$ cat src/rtl/ram_pkg.sv
// Shared types, pattern codes and the data-pattern generator for the RAM BIST.
package ram_pkg;

  typedef enum logic [2:0] {
    IDLE,
    WRITE,
    READ,
    DRAIN,
    DONE
  } state_t;

  localparam logic [1:0] PAT_ADDR = 2'd0;
  localparam logic [1:0] PAT_INV  = 2'd1;
  localparam logic [1:0] PAT_CHK  = 2'd2;
  localparam logic [1:0] PAT_ZERO = 2'd3;

  // Returns a 32-bit pattern word; callers size-cast it down to DATA_W.
  // Truncating the 32-bit result matches "zero-extend or truncate addr to DATA_W".
  function automatic logic [31:0] pat(input logic [1:0] pattern, input logic [31:0] addr);
    logic [31:0] r;
    case (pattern)
      PAT_ADDR: r = addr;
      PAT_INV:  r = ~addr;
      PAT_CHK:  r = addr[0] ? 32'hAAAA_AAAA : 32'h5555_5555;
      default:  r = '0;
    endcase
    return r;
  endfunction

endpackage

$ cat src/rtl/ram_bist_master_if.sv
// RAM-side bus between the BIST master and the dual-port RAM.
interface ram_bist_master_if #(
  parameter int ADDR_W = 8,
  parameter int DATA_W = 8
);
  logic              valid_wr;
  logic [ADDR_W-1:0] addr_wr;
  logic [DATA_W-1:0] data_wr;
  logic              valid_rd;
  logic [ADDR_W-1:0] addr_rd;
  logic [DATA_W-1:0] data_rd;

  modport master (
    output valid_wr, addr_wr, data_wr, valid_rd, addr_rd,
    input  data_rd
  );

  modport slave (
    input  valid_wr, addr_wr, data_wr, valid_rd, addr_rd,
    output data_rd
  );
endinterface

$ cat src/rtl/ram_bist_checker.sv
// Read-back checker: one-entry pending stage, comparator, error tracking.
module ram_bist_checker #(
  parameter int ADDR_W = 8,
  parameter int DATA_W = 8
) (
  input  logic              clk,
  input  logic              rst,
  input  logic              clear,
  input  logic              issue,
  input  logic [ADDR_W-1:0] issue_addr,
  input  logic [DATA_W-1:0] issue_exp,
  input  logic [DATA_W-1:0] data_rd,
  output logic [ADDR_W:0]   err_count,
  output logic [ADDR_W-1:0] fail_addr,
  output logic              clean_next
);

  logic              pend_valid;
  logic [ADDR_W-1:0] pend_addr;
  logic [DATA_W-1:0] pend_exp;
  logic              mismatch;

  // Compare RAM output against the expectation of the read issued last cycle.
  always_comb begin
    mismatch   = pend_valid && (data_rd != pend_exp);
    clean_next = (err_count == '0) && !mismatch;
  end

  // Pending stage tracks the read issued in the previous cycle.
  always_ff @(posedge clk) begin
    if (rst || clear) begin
      pend_valid <= 1'b0;
      pend_addr  <= '0;
      pend_exp   <= '0;
    end else begin
      pend_valid <= issue;
      pend_addr  <= issue_addr;
      pend_exp   <= issue_exp;
    end
  end

  // Saturating error count and first-failure address capture.
  always_ff @(posedge clk) begin
    if (rst || clear) begin
      err_count <= '0;
      fail_addr <= '0;
    end else if (mismatch) begin
      if (err_count != '1) err_count <= err_count + 1'b1;
      if (err_count == '0) fail_addr <= pend_addr;
    end
  end

endmodule

$ cat src/rtl/ram_bist_master.sv
// BIST master: fills the RAM with a pattern, reads it back, reports results.
module ram_bist_master
  import ram_pkg::*;
#(
  parameter int ADDR_W = 8,
  parameter int DATA_W = 8,
  parameter int DEPTH  = 256
) (
  input  logic                clk,
  input  logic                rst,
  ram_bist_master_if.master   ram,
  input  logic                start,
  input  logic [1:0]          pattern,
  output logic                busy,
  output logic                done,
  output logic                pass,
  output logic [ADDR_W:0]     err_count,
  output logic [ADDR_W-1:0]   fail_addr
);

  localparam logic [ADDR_W-1:0] LAST = ADDR_W'(DEPTH - 1);

  state_t            state, state_n;
  logic [ADDR_W-1:0] cnt;
  logic [1:0]        pattern_q;
  logic [DATA_W-1:0] cur_pat;
  logic              accept;
  logic              last;
  logic              clean_next;

  assign cur_pat = DATA_W'(pat(pattern_q, 32'(cnt)));
  assign accept  = (state == IDLE) && start;
  assign last    = (cnt == LAST);

  // State register.
  always_ff @(posedge clk) begin
    if (rst) state <= IDLE;
    else     state <= state_n;
  end

  // Next-state logic.
  always_comb begin
    state_n = state;
    case (state)
      IDLE:    if (start) state_n = WRITE;
      WRITE:   if (last)  state_n = READ;
      READ:    if (last)  state_n = DRAIN;
      DRAIN:   state_n = DONE;
      DONE:    state_n = IDLE;
      default: state_n = IDLE;
    endcase
  end

  // Moore outputs decoded from the state register and address counter.
  always_comb begin
    ram.valid_wr = (state == WRITE);
    ram.addr_wr  = (state == WRITE) ? cnt : '0;
    ram.data_wr  = (state == WRITE) ? cur_pat : '0;
    ram.valid_rd = (state == READ);
    ram.addr_rd  = (state == READ) ? cnt : '0;
    busy         = (state != IDLE);
    done         = (state == DONE);
  end

  // Address counter, pattern latch and pass flag.
  // pass is set on the DRAIN edge from the checker's look-ahead so it is
  // already valid during the done pulse.
  always_ff @(posedge clk) begin
    if (rst) begin
      cnt       <= '0;
      pattern_q <= PAT_ADDR;
      pass      <= 1'b0;
    end else begin
      case (state)
        IDLE: if (start) begin
          cnt       <= '0;
          pattern_q <= pattern;
          pass      <= 1'b0;
        end
        WRITE, READ: cnt <= last ? '0 : cnt + 1'b1;
        DRAIN:       pass <= clean_next;
        default:     ;
      endcase
    end
  end

  ram_bist_checker #(
    .ADDR_W (ADDR_W),
    .DATA_W (DATA_W)
  ) u_checker (
    .clk        (clk),
    .rst        (rst),
    .clear      (accept),
    .issue      (state == READ),
    .issue_addr (cnt),
    .issue_exp  (cur_pat),
    .data_rd    (ram.data_rd),
    .err_count  (err_count),
    .fail_addr  (fail_addr),
    .clean_next (clean_next)
  );

endmodule

$ cat src/flat_wrapper.sv
// flat-port wrapper written by rule: the top's interface ports become plain ports
module ram_bist_master_flat import ram_pkg::*;
#(
  parameter int ADDR_W = 8,
  parameter int DATA_W = 8,
  parameter int DEPTH  = 256
)
  (clk, rst, start, pattern, busy, done, pass, err_count, fail_addr, ram_valid_wr, ram_addr_wr, ram_data_wr, ram_valid_rd, ram_addr_rd, ram_data_rd);
  ram_bist_master_if #(.ADDR_W(ADDR_W), .DATA_W(DATA_W)) ram_i ();
  input  logic clk;
  input  logic rst;
  input  logic start;
  input  logic [1:0] pattern;
  output logic busy;
  output logic done;
  output logic pass;
  output logic [ADDR_W:0] err_count;
  output logic [ADDR_W-1:0] fail_addr;
  output wire logic [$bits(ram_i.valid_wr)-1:0] ram_valid_wr;
  output wire logic [$bits(ram_i.addr_wr)-1:0] ram_addr_wr;
  output wire logic [$bits(ram_i.data_wr)-1:0] ram_data_wr;
  output wire logic [$bits(ram_i.valid_rd)-1:0] ram_valid_rd;
  output wire logic [$bits(ram_i.addr_rd)-1:0] ram_addr_rd;
  input wire logic [$bits(ram_i.data_rd)-1:0] ram_data_rd;
  assign ram_valid_wr = ram_i.valid_wr;
  assign ram_addr_wr = ram_i.addr_wr;
  assign ram_data_wr = ram_i.data_wr;
  assign ram_valid_rd = ram_i.valid_rd;
  assign ram_addr_rd = ram_i.addr_rd;
  assign ram_i.data_rd = ram_data_rd;
  ram_bist_master #(.ADDR_W(ADDR_W), .DATA_W(DATA_W), .DEPTH(DEPTH)) u_core (.clk(clk), .rst(rst), .ram(ram_i), .start(start), .pattern(pattern), .busy(busy), .done(done), .pass(pass), .err_count(err_count), .fail_addr(fail_addr));
endmodule
$ cat config.mk
export PLATFORM = sky130hd
export DESIGN_NAME = ram_bist_master_flat
export DESIGN_NICKNAME = d
export VERILOG_FILES = /design/src/rtl/ram_pkg.sv /design/src/rtl/ram_bist_master_if.sv /design/src/rtl/ram_bist_checker.sv /design/src/rtl/ram_bist_master.sv /design/src/flat_wrapper.sv
export SDC_FILE = /design/constraint.sdc
export NUM_CORES = 1
export LEC_CHECK = 0
export ABC_AREA = 1
export BUFFER_PORTS_ARGS = -buffer_cell sky130_fd_sc_hd__clkbuf_2
export CORE_MARGIN = 10
export CORE_UTILIZATION = 48
export CTS_CLUSTER_DIAMETER = 80
export DETAILED_ROUTE_END_ITERATION = 12
export PLACE_DENSITY_LB_ADDON = 0.15
export RECOVER_POWER = 25
export SYNTH_ARGS = -nofsm -noshare
export SYNTH_HDL_FRONTEND = slang
export SYNTH_SLANG_ARGS = --single-unit
$ cat constraint.sdc
create_clock -name clk -period 1.55 [get_ports clk]
set_input_delay 0.0775 -clock clk [delete_from_list [all_inputs] [get_ports clk]]
set_output_delay 0.0775 -clock clk [all_outputs]
set_load 0.005 [all_outputs]
==> summary by stage, run 1 <==
Critical path
The timing startpoint of the critical path is u_core.pattern_q[0]$_SDFFE_PP0P_. The termination of the worst setup path is ram_data_wr[7]. The critical path class is register to primary output. The setup slack of the most critical reg-to-reg path is 0.02 ns. The startpoint identified for the worst register-to-register timing path is u_core.u_checker.err_count[1]$_SDFFE_PP0P_. At the worst endpoint, the arrival time is 1.52 ns. The kind of start point of the critical path is a register. The end of the worst register-to-register path is u_core.u_checker.err_count[2]$_SDFFE_PP0P_.

Along the worst path, the maximum fanout reaches 8. The type of destination of the critical path is a primary output. At the worst endpoint, the required time is 1.47 ns. Measured in cells, the most critical reg-to-reg path has a length of 10.

Timing
Static timing analysis puts the maximum clock frequency at 626 MHz. The setup total negative slack is -0.0524 ns. Across the routed clock network, the largest skew measured is 0.00808 ns. The final cycle utilization of the critical path is 103%. The relative max-transition margin is 75.0%. The smallest setup slack after layout is -0.0463 ns. The number of max-slew violations in the final report is 0. For the pin with the worst max-slew slack, the measured transition is 0.374 ns. Setup violations remaining at the end of the flow were counted as 2.

Setup repair after global routing could not meet its margin everywhere. The number of hold violations in the final report is 0. Counting I/O delays and the setup requirement, the final critical path takes 1.60 ns.

Global route
Global routing consumed, over all layers together, 15.8% of the routing resources. The wire length of the first global-routing pass is 11200 um. The number of antenna violations at the first check in global routing is 0. The maximum number of pins on one net before global-route repair is 16. The number of global-route vias before repair is 2393. The final global-route overflow total is 0.

Power
Sequential cells account for 36.3% of the total power. The overall power of the completed layout is 0.00421 W. The net switching power is 0.00161 W. The proportion of total power due to net switching is 38.3%.

The clock share of power is 21.9%. Internal power comes to 0.00260 W. Of the total power, combinational logic draws 41.8%. The power per standard cell area is 1220 nW/um2. In this run the static leakage power is 1.55 nW. The maximum VDD drop is 1.07 mV.

Layout
The fraction of final layout cells with drive strength greater than 1 is 39.1%. In the layout the commonest cells are sky130_fd_sc_hd__nand2_1 (59), sky130_fd_sc_hd__nor2_1 (52), sky130_fd_sc_hd__clkbuf_2 (48), sky130_fd_sc_hd__inv_1 (39), sky130_fd_sc_hd__dfxtp_1 (38). The final net count is 461. In the final layout, flip-flops and latches occupy 986 um2.

The area used by multi-input combinational logic is 1470 um2. The repair_antennas step left the layout with diodes totalling 0. Summing all non-filler instances in the final layout gives an area of 3440 um2. Cells fill 68.3% of the core in the end. The number of filler instances in the final layout is 413.

Compared with the post-synthesis result, the final layout area differs by 39.3%. The library cell used most frequently in the layout, excluding fill and tap cells, is sky130_fd_sc_hd__nand2_1.

CTS
Counting every sink on the clock net gives 48. TritonCTS created 5 clock buffers. In this run the number of H-tree levels came out at 2. The clock tree from TritonCTS is yes. The clock root buffer master is sky130_fd_sc_hd__clkbuf_8.

Counting along the longest clock path gives a buffer depth of 2. The register clock-pin slew on the reported worst setup and hold paths is 0.09 ns. For the worst-skew pair, the clock arrives at the later sink with an insertion delay of 0.31 ns.

Drt
Using the TritonRoute via totals, the vias-per-cell ratio works out to 5.02. Wires add up to 7180 um. Before antenna repair, the detailed router went through 4 iterations. After detailed routing, the average wire length per cell comes to 13.9 um.

The detailed router finished its first iteration with 131 violations. The number of nets still failing antenna checks after routing is 0. The vias after detailed routing is 2585.

In the routed design, unresolved DRC markers number 0.

Hold path
The tightest min-delay check is of the primary input to register type.

Yosys
Summing the sequential cell areas from Yosys gives 38.9% of the chip area. The post-synthesis instance total is 348. The number of nets handed over by synthesis was 365. The post-synth design cell area is 2470 um2. The number of different library cells used by synthesis comes to 34. The mean instance size in the synthesized netlist is 7.10 um2. The flip-flop and latch count after synthesis is 48.

The number of warnings issued by yosys is 0.

Die
The vertical die dimension is 91.8 um. Once the floorplan was initialized, standard cells occupied 49.0% of the core. The area enclosed by the die boundary is 8420 um2. The count of standard-cell rows is 26.

From left edge to right edge, the die measures 91.8 um. The floorplan core area is 5040 um2. 59 I/O pins were placed.

Place
The congestion estimate from routability-driven global placement came to 0.938. The number of I/O port buffers is 58. The wire-length estimate of the detail-placed layout is 5170 um. The post-placement cell area is 3010 um2.

Flow run
The number of maximum-capacitance violations is 0.

Outcome
The checks that failed: negative setup slack. The flow ran to the end, but the final reports show violations.
-- critical path, stage by stage, from the launching register on --
cell                       delay (ns)
sky130_fd_sc_hd__dfxtp_4         0.37
sky130_fd_sc_hd__inv_4           0.08
sky130_fd_sc_hd__nand2_4         0.09
sky130_fd_sc_hd__o22ai_2         0.18
sky130_fd_sc_hd__a21oi_2         0.06
sky130_fd_sc_hd__or2_2           0.27
sky130_fd_sc_hd__inv_1           0.05
sky130_fd_sc_hd__clkbuf_2        0.10
-- how the worst min path moves through the flow --
stage / from / endpoint / slack [ns] / depth (start not counted)
floorplan: pattern[1] / u_core.pattern_q[1]$_SDFFE_PP0P_ / 0.21 / 2
detailed placement: pattern[1] / u_core.pattern_q[1]$_SDFFE_PP0P_ / 0.32 / 3
finish: pattern[0] / u_core.pattern_q[0]$_SDFFE_PP0P_ / 0.05 / 3
CTS: pattern[0] / u_core.pattern_q[0]$_SDFFE_PP0P_ / 0.05 / 3
global placement: pattern[1] / u_core.pattern_q[1]$_SDFFE_PP0P_ / 0.31 / 3
global route: rst / u_core.cnt[1]$_SDFFE_PP0P_ / 0.07 / 2
-- cells in the mapped netlist --
cell,n,area [um2]
sky130_fd_sc_hd__a211oi_1,1,7.51
sky130_fd_sc_hd__a21oi_1,31,155
sky130_fd_sc_hd__buf_1,1,3.75
sky130_fd_sc_hd__buf_2,3,15.0
sky130_fd_sc_hd__buf_4,1,7.51
sky130_fd_sc_hd__buf_6,3,33.8
sky130_fd_sc_hd__clkbuf_1,2,7.51
sky130_fd_sc_hd__clkbuf_2,1,5.00
sky130_fd_sc_hd__dfxtp_1,48,961
sky130_fd_sc_hd__ha_1,4,50.1
sky130_fd_sc_hd__inv_1,45,169
sky130_fd_sc_hd__inv_2,3,11.3
sky130_fd_sc_hd__nand2_1,64,240
sky130_fd_sc_hd__nand2_2,4,25.0
sky130_fd_sc_hd__nand2_4,3,33.8
sky130_fd_sc_hd__nand3_1,14,70.1
sky130_fd_sc_hd__nand3_2,1,10.0
sky130_fd_sc_hd__nand3_4,2,35.0
sky130_fd_sc_hd__nand4_1,18,113
sky130_fd_sc_hd__nor2_1,57,214
sky130_fd_sc_hd__nor2_2,3,18.8
sky130_fd_sc_hd__nor2_4,3,33.8
sky130_fd_sc_hd__nor3_1,2,10.0
sky130_fd_sc_hd__nor3_4,1,16.3
sky130_fd_sc_hd__nor3b_2,1,12.5
sky130_fd_sc_hd__o21ai_0,8,40.0
sky130_fd_sc_hd__o21ai_1,1,5.00
sky130_fd_sc_hd__o21ai_2,1,8.76
sky130_fd_sc_hd__o22ai_1,6,37.5
sky130_fd_sc_hd__o31ai_1,1,7.51
sky130_fd_sc_hd__or2_1,1,6.26
sky130_fd_sc_hd__or2_2,6,37.5
sky130_fd_sc_hd__xnor2_1,3,26.3
sky130_fd_sc_hd__xor2_1,5,43.8
-- stage by stage --
step	setup slack, ns	cells	hold slack, ns
4_1_cts	-0.0386	511	0.0498
3_3_place_gp	-0.0102	493	0.305
6_report	-0.0463	515	0.0478
3_5_place_dp	-0.102	493	0.316
5_1_grt	-0.105	515	0.0727
2_1_floorplan	0.00523	348	0.212
-- area by class of cell --
| cell class | count | area share (%) |
|---|---|---|
| Multi-Input combinational cell | 242 | 42.6 |
| Clock inverter | 3 | 1.24 |
| Clock buffer | 5 | 2.00 |
| Sequential cell | 48 | 28.6 |
| Timing Repair Buffer | 99 | 17.4 |
| Tap cell | 70 | 2.54 |
| Inverter | 48 | 5.63 |
-- cell families (layout without fill, tap and decap cells) --
group           Yosys count  in the layout  share of synthesized area [%]
compound gates           49             49                           10.6
xor+xnor                  8              8                           2.84
fa+ha+maj                 4              4                           2.03
buf+inv                  59            155                           10.2
flops                    48             48                           38.9
simple gates            180            181                           35.4
-- repair_timing --
action	CTS	global route
endpoints found under the hold margin	1	0
buffers inserted	9	3
resized for setup	40	32
cloned	1	1
hold buffers	1	0
setup endpoints to repair	16	35
pin swaps	17	15
-- layer usage --
metal  up-vias  part of all wire (%)  GRT usage, %  wire length (um)
met4         0                   1.2          4.11                85
met1      1197                    44          19.8              3160
met2        70                    49          25.9              3490
met5         -                     0             0                 0
met3         7                   6.1          4.56               437
li1       1311                     -             -                 -
-- registers in the layout, indices dropped and copies added (netlist names) --
name	flops
u_core.u_checker.pend_addr	8
u_core.u_checker.pend_valid	1
u_core.cnt	8
u_core.u_checker.err_count	9
u_core.u_checker.pend_exp	8
u_core.u_checker.fail_addr	8
u_core.pattern_q	2
u_core.pass	1
u_core.state	3
-- power by group through the flow --
| stage | clock network (W) | registers, W | logic, W |
|---|---|---|---|
| 2_1_floorplan | 0 | 0.00148 | 0.000974 |
| 3_3_place_gp | 0 | 0.00149 | 0.00139 |
| 3_5_place_dp | 0 | 0.00149 | 0.00141 |
| 4_1_cts | 0.000920 | 0.00151 | 0.00160 |
| 5_1_grt | 0.000964 | 0.00155 | 0.00193 |
| 6_report | 0.000920 | 0.00153 | 0.00176 |
No activity file was read; power rests on OpenSTA's default activity.
==> run 2: changes to the inputs <==
--- a/config.mk
+++ b/config.mk
@@ -5,10 +5,9 @@
 export SDC_FILE = /design/constraint.sdc
 export NUM_CORES = 1
 export LEC_CHECK = 0
-export ABC_AREA = 1
 export BUFFER_PORTS_ARGS = -buffer_cell sky130_fd_sc_hd__clkbuf_2
 export CORE_MARGIN = 10
-export CORE_UTILIZATION = 48
+export CORE_UTILIZATION = 47
 export CTS_CLUSTER_DIAMETER = 80
 export DETAILED_ROUTE_END_ITERATION = 12
 export PLACE_DENSITY_LB_ADDON = 0.15
==> run 2 against run 1 <==
The flow still finishes with violations (negative setup slack). Fmax is 4.5% lower. Largest cell class unchanged. Count of clock-buffer cells in the layout unchanged. Highest routed layer unchanged. Via count shrank 10%.
==> summary by stage, run 2 <==
Outcome
Violations in the final reports: negative setup slack (unchanged). Run status: finished with violations (unchanged).

Global route
The maximum number of pins on one net before global-route repair was 30 (was 16). The met1 layer usage reported by global route is 18.5% (was 19.8%). The number of antenna violations at the first check in global routing is 0 (unchanged). The busiest metal layer after global routing is met2 (unchanged). The number of global-route vias before repair is 2160 (was 2393). The met3 usage is 3.99% (was 4.56%). The final global-route overflow total is 0 (unchanged).

The global routing met2 resource utilization is 25.5% (was 25.9%). The all-layer global routing usage is 15.4% (was 15.8%). The wire length of the first global-routing pass is 10500 um (was 11200 um).

Die
The initial standard-cell utilization of the core is 48.4% (was 49.0%). The count of pins on the block boundary came to 59 (unchanged). The floorplan core area is 4720 um2 (was 5040 um2). The horizontal die dimension is 89.7 um (was 91.8 um). The count of standard-cell rows came to 25 (was 26). The area enclosed by the die boundary is 8050 um2 (was 8420 um2). The vertical die dimension is 89.7 um (was 91.8 um).

Critical path
The critical path's slowest cell is sky130_fd_sc_hd__or4_4 (was sky130_fd_sc_hd__dfxtp_4). The kind of start point of the critical path is a register (unchanged). The maximum fanout along the worst path is 6 (was 8). The arrival time of data at the critical path endpoint is 1.92 ns (was 1.52 ns). The largest stage delay on the critical path came to 0.42 ns (was 0.37 ns). The critical path class is register to register (was register to primary output).

Cell chain of the critical path: ha_4, nand3_2, nor2_2, ha_2, nor2b_4, o21ai_4, or4_4, a21oi_2 (was inv_4, nand2_4, o22ai_2, a21oi_2, or2_2, inv_1, clkbuf_2). The required time of the critical path is 1.80 ns (was 1.47 ns). The type of destination of the critical path is a register (was primary output). The startpoint of the worst-slack reg-to-reg timing path is u_core.u_checker.err_count[1]$_SDFFE_PP0P_ (unchanged). The timing startpoint of the critical path is u_core.u_checker.err_count[1]$_SDFFE_PP0P_ (was u_core.pattern_q[0]$_SDFFE_PP0P_).

Layout
The area used by multi-input combinational logic is 1480 um2 (was 1470 um2). The fraction of final layout cells with drive strength greater than 1 is 47.3% (was 39.1%). The finished layout cell area is 3560 um2 (was 3440 um2). Commonest cells after routing, fill and taps aside: sky130_fd_sc_hd__clkbuf_2 (42), sky130_fd_sc_hd__dfxtp_1 (42), sky130_fd_sc_hd__buf_4 (39), sky130_fd_sc_hd__nand2_1 (28), sky130_fd_sc_hd__nor2_1 (22) (was sky130_fd_sc_hd__nand2_1 (59), sky130_fd_sc_hd__nor2_1 (52), sky130_fd_sc_hd__clkbuf_2 (48), sky130_fd_sc_hd__inv_1 (39), sky130_fd_sc_hd__dfxtp_1 (38)). The sequential standard cell area came to 973 um2 (was 986 um2). The number of filler instances in the final layout is 345 (was 413). The final net count was 392 (was 461). The register bank with the most flops is u_core.u_checker.err_count (unchanged).

The number of flip-flops under the largest register name is 9 (unchanged). The relative area change from synthesis to final layout is 55.8% (was 39.3%). The antenna diode count was 0 (unchanged).

Yosys
The most instantiated library cell after synthesis is sky130_fd_sc_hd__dfxtp_1 (was sky130_fd_sc_hd__nand2_1). The largest area contributor in the netlist is sky130_fd_sc_hd__dfxtp_1 (unchanged). The number of nets produced by synthesis is 287 (was 365). The post-synth design cell area came to 2290 um2 (was 2470 um2). The sequential-to-total area share from yosys stat is 42.0% (was 38.9%). Ranking of synthesized cells by area: sky130_fd_sc_hd__dfxtp_1 (42%), sky130_fd_sc_hd__mux2i_1 (6.1%), sky130_fd_sc_hd__and2_1 (6.0%) (was sky130_fd_sc_hd__dfxtp_1 (39%), sky130_fd_sc_hd__nand2_1 (9.7%), sky130_fd_sc_hd__nor2_1 (8.7%)). The flip-flop and latch count after synthesis is 48 (unchanged). The distinct cell type count after synthesis is 43 (was 34). The count of flip-flops with a built-in enable after synthesis is 0 (unchanged). The share of flip-flops with an asynchronous set or reset is 0% (unchanged). Commonest cells in the synthesized netlist: sky130_fd_sc_hd__dfxtp_1 (48), sky130_fd_sc_hd__nor2_1 (34), sky130_fd_sc_hd__nand2_1 (29), sky130_fd_sc_hd__and2_1 (22), sky130_fd_sc_hd__mux2i_1 (14) (was sky130_fd_sc_hd__nand2_1 (64), sky130_fd_sc_hd__nor2_1 (57), sky130_fd_sc_hd__dfxtp_1 (48), sky130_fd_sc_hd__inv_1 (45), sky130_fd_sc_hd__a21oi_1 (31)). The area share of the largest cell type after synthesis is 42.0% (was 38.9%). The post-synthesis instance total is 270 (was 348).

The number of warnings issued by yosys is 0 (unchanged). The mean instance size in the synthesized netlist is 8.47 um2 (was 7.10 um2). The commonest register cell after synthesis is sky130_fd_sc_hd__dfxtp_1 (unchanged).

Timing
The post-route minimum period is 1.67 ns (was 1.60 ns). The transition time of the tightest slew-check pin is 0.425 ns (was 0.374 ns). The final hold slack is 0.0230 ns (was 0.0478 ns). The fmax was 598 MHz (was 626 MHz).

The maximum clock skew at final layout came to 0.00509 ns (was 0.00808 ns). The setup violation total in the final timing report is 28 (was 2). The number of hold violations in the final report is 0 (unchanged). The relative max-transition margin was 71.4% (was 75.0%). The number of max-slew violations in the final report was 0 (unchanged).

The final cycle utilization of the critical path came to 108% (was 103%). Unrepaired setup endpoints after global routing: true (unchanged). The smallest setup slack after layout was -0.122 ns (was -0.0463 ns).

Power
The maximum VDD drop is 0.679 mV (was 1.07 mV). The overall power of the completed layout was 0.00375 W (was 0.00421 W). The power per standard cell area is 1050 nW/um2 (was 1220 nW/um2). The static leakage is 1.43 nW (was 1.55 nW).

CTS
The H-tree depth reported by CTS is 2 (unchanged). The quantity of hold-fixing buffers added after cts is 0 (was 1). The clock tree from TritonCTS is yes (unchanged).

The number of clock sinks is 48 (unchanged). The number of buffers created by CTS was 5 (unchanged). The clock root buffer master was sky130_fd_sc_hd__clkbuf_8 (unchanged). The maximum root-to-sink buffer count came to 2 (unchanged). The clock latency at the later pin of the worst-skew pair is 0.30 ns (was 0.31 ns). The register clock-pin slew on the reported worst setup and hold paths is 0.09 ns (about the same).

Place
The post-placement cell area is 2940 um2 (was 3010 um2). The total half-perimeter wirelength after legalization and detailed placement is 4590 um (was 5170 um). The final estimated routing congestion in global placement came to 0.878 (was 0.938). The number of I/O port buffers is 58 (unchanged).

Hold path
The beginning of the worst hold path was pattern[1] (was pattern[0]). The type of the tightest min-delay check is primary input to register (unchanged).

Drt
The vias after detailed routing is 2326 (was 2585). The final wirelength is 7100 um (was 7180 um). The number of nets still failing antenna checks after routing is 0 (unchanged). The detail-routed net length per standard cell came to 16.0 um (was 13.9 um). The detailed-routing iteration count for the pre-antenna-repair pass is 4 (unchanged). The post-detailed-route DRC marker count is 0 (unchanged).

The post-detailed-route via-to-cell ratio is 5.25 (was 5.02). The violation count after the first detailed-routing iteration is 74 (was 131).

Flow run
The number of maximum-capacitance violations is 0 (unchanged).
## run 2: cell types whose count changed in the layout (fill, tap and decap cells not counted), moves of 14 or more
cell / before / now
sky130_fd_sc_hd__nand2_1: 59 / 28
sky130_fd_sc_hd__mux2i_1: 0 / 14
sky130_fd_sc_hd__and2_4: 0 / 15
sky130_fd_sc_hd__inv_1: 39 / 5
sky130_fd_sc_hd__nor2_1: 52 / 22
## run 2: kinds of logic (layout without fill, tap and decap cells)
| family | count (synthesis) | after routing | synth area share [%] |
|---|---|---|---|
| multiplexers | 14 | 14 | 6.13 |
| XOR/XNOR | 15 | 15 | 5.75 |
| flip-flops | 48 | 48 | 42.0 |
| adder cells (fa/ha/maj) | 4 | 4 | 2.19 |
| buffers and inverters | 24 | 129 | 4.60 |
| AO/OA/AOI/OAI | 42 | 43 | 12.5 |
| AND/OR/NAND/NOR | 123 | 123 | 26.8 |
## run 2: worst paths after layout
path | to | cells after the start | slack [ns]
worst min register to register | u_core.u_checker.fail_addr[1]$_SDFFE_PP0P_ | 2 | 0.45
worst max register to register | u_core.u_checker.err_count[5]$_SDFFE_PP0P_ | 8 | -0.12
worst min-delay path | u_core.pattern_q[1]$_SDFFE_PP0P_ | 3 | 0.02
worst max-delay path | u_core.u_checker.err_count[5]$_SDFFE_PP0P_ | 8 | -0.12
## run 2: cell type report
| class | instances | share of cell area [%] |
|---|---|---|
| inverter | 8 | 0.914 |
| sequential | 48 | 27.3 |
| clock inverter | 3 | 1.19 |
| timing repair buffer | 113 | 24.7 |
| clock buffer | 5 | 1.93 |
| multi-input combinational | 199 | 41.6 |
| tap | 67 | 2.35 |
## run 2: stage by stage
| stage | worst slack, ns | TNS (ns) | utilization, % | cells |
|---|---|---|---|---|
| 5_1_grt | -0.205 | -4.00 | 75.4 | 443 |
| 3_5_place_dp | -0.135 | -1.02 | 62.3 | 418 |
| 2_1_floorplan | -0.0280 | -0.0391 | - | 270 |
| 3_3_place_gp | -0.0803 | -0.179 | 62.3 | 418 |
| 4_1_cts | -0.0971 | -0.271 | 67.5 | 432 |
| 6_report | -0.122 | -1.56 | 75.4 | 443 |
## run 2: worst max-delay path, delay by kind of cell, from the launching register on
kind,cells,cell delay (ns)
flip-flops,1,0.37
AND/OR/NAND/NOR,4,0.69
adder cells (fa/ha/maj),2,0.34
AO/OA/AOI/OAI,2,0.22
## run 2: what timing repair did
item                       CTS  global route
hold endpoints to repair     0             0
pin swaps                    7            20
setup endpoints to repair   41            62
setup buffers                5             7
resized for setup           25            69
cloned                       1             4
## run 2: routing by layer
metal	up-vias	part of all wire [%]
met2	68	49
met4	0	1.7
met3	12	4.9
met5	-	0
li1	1130	-
met1	1116	45
## run 2: power breakdown
group          internal [W]  total, W  leakage (nW)  switching, W
sequential          0.00131   0.00137         0.391     0.0000581
combinational      0.000757   0.00147         0.986      0.000714
clock              0.000478  0.000910        0.0541      0.000433
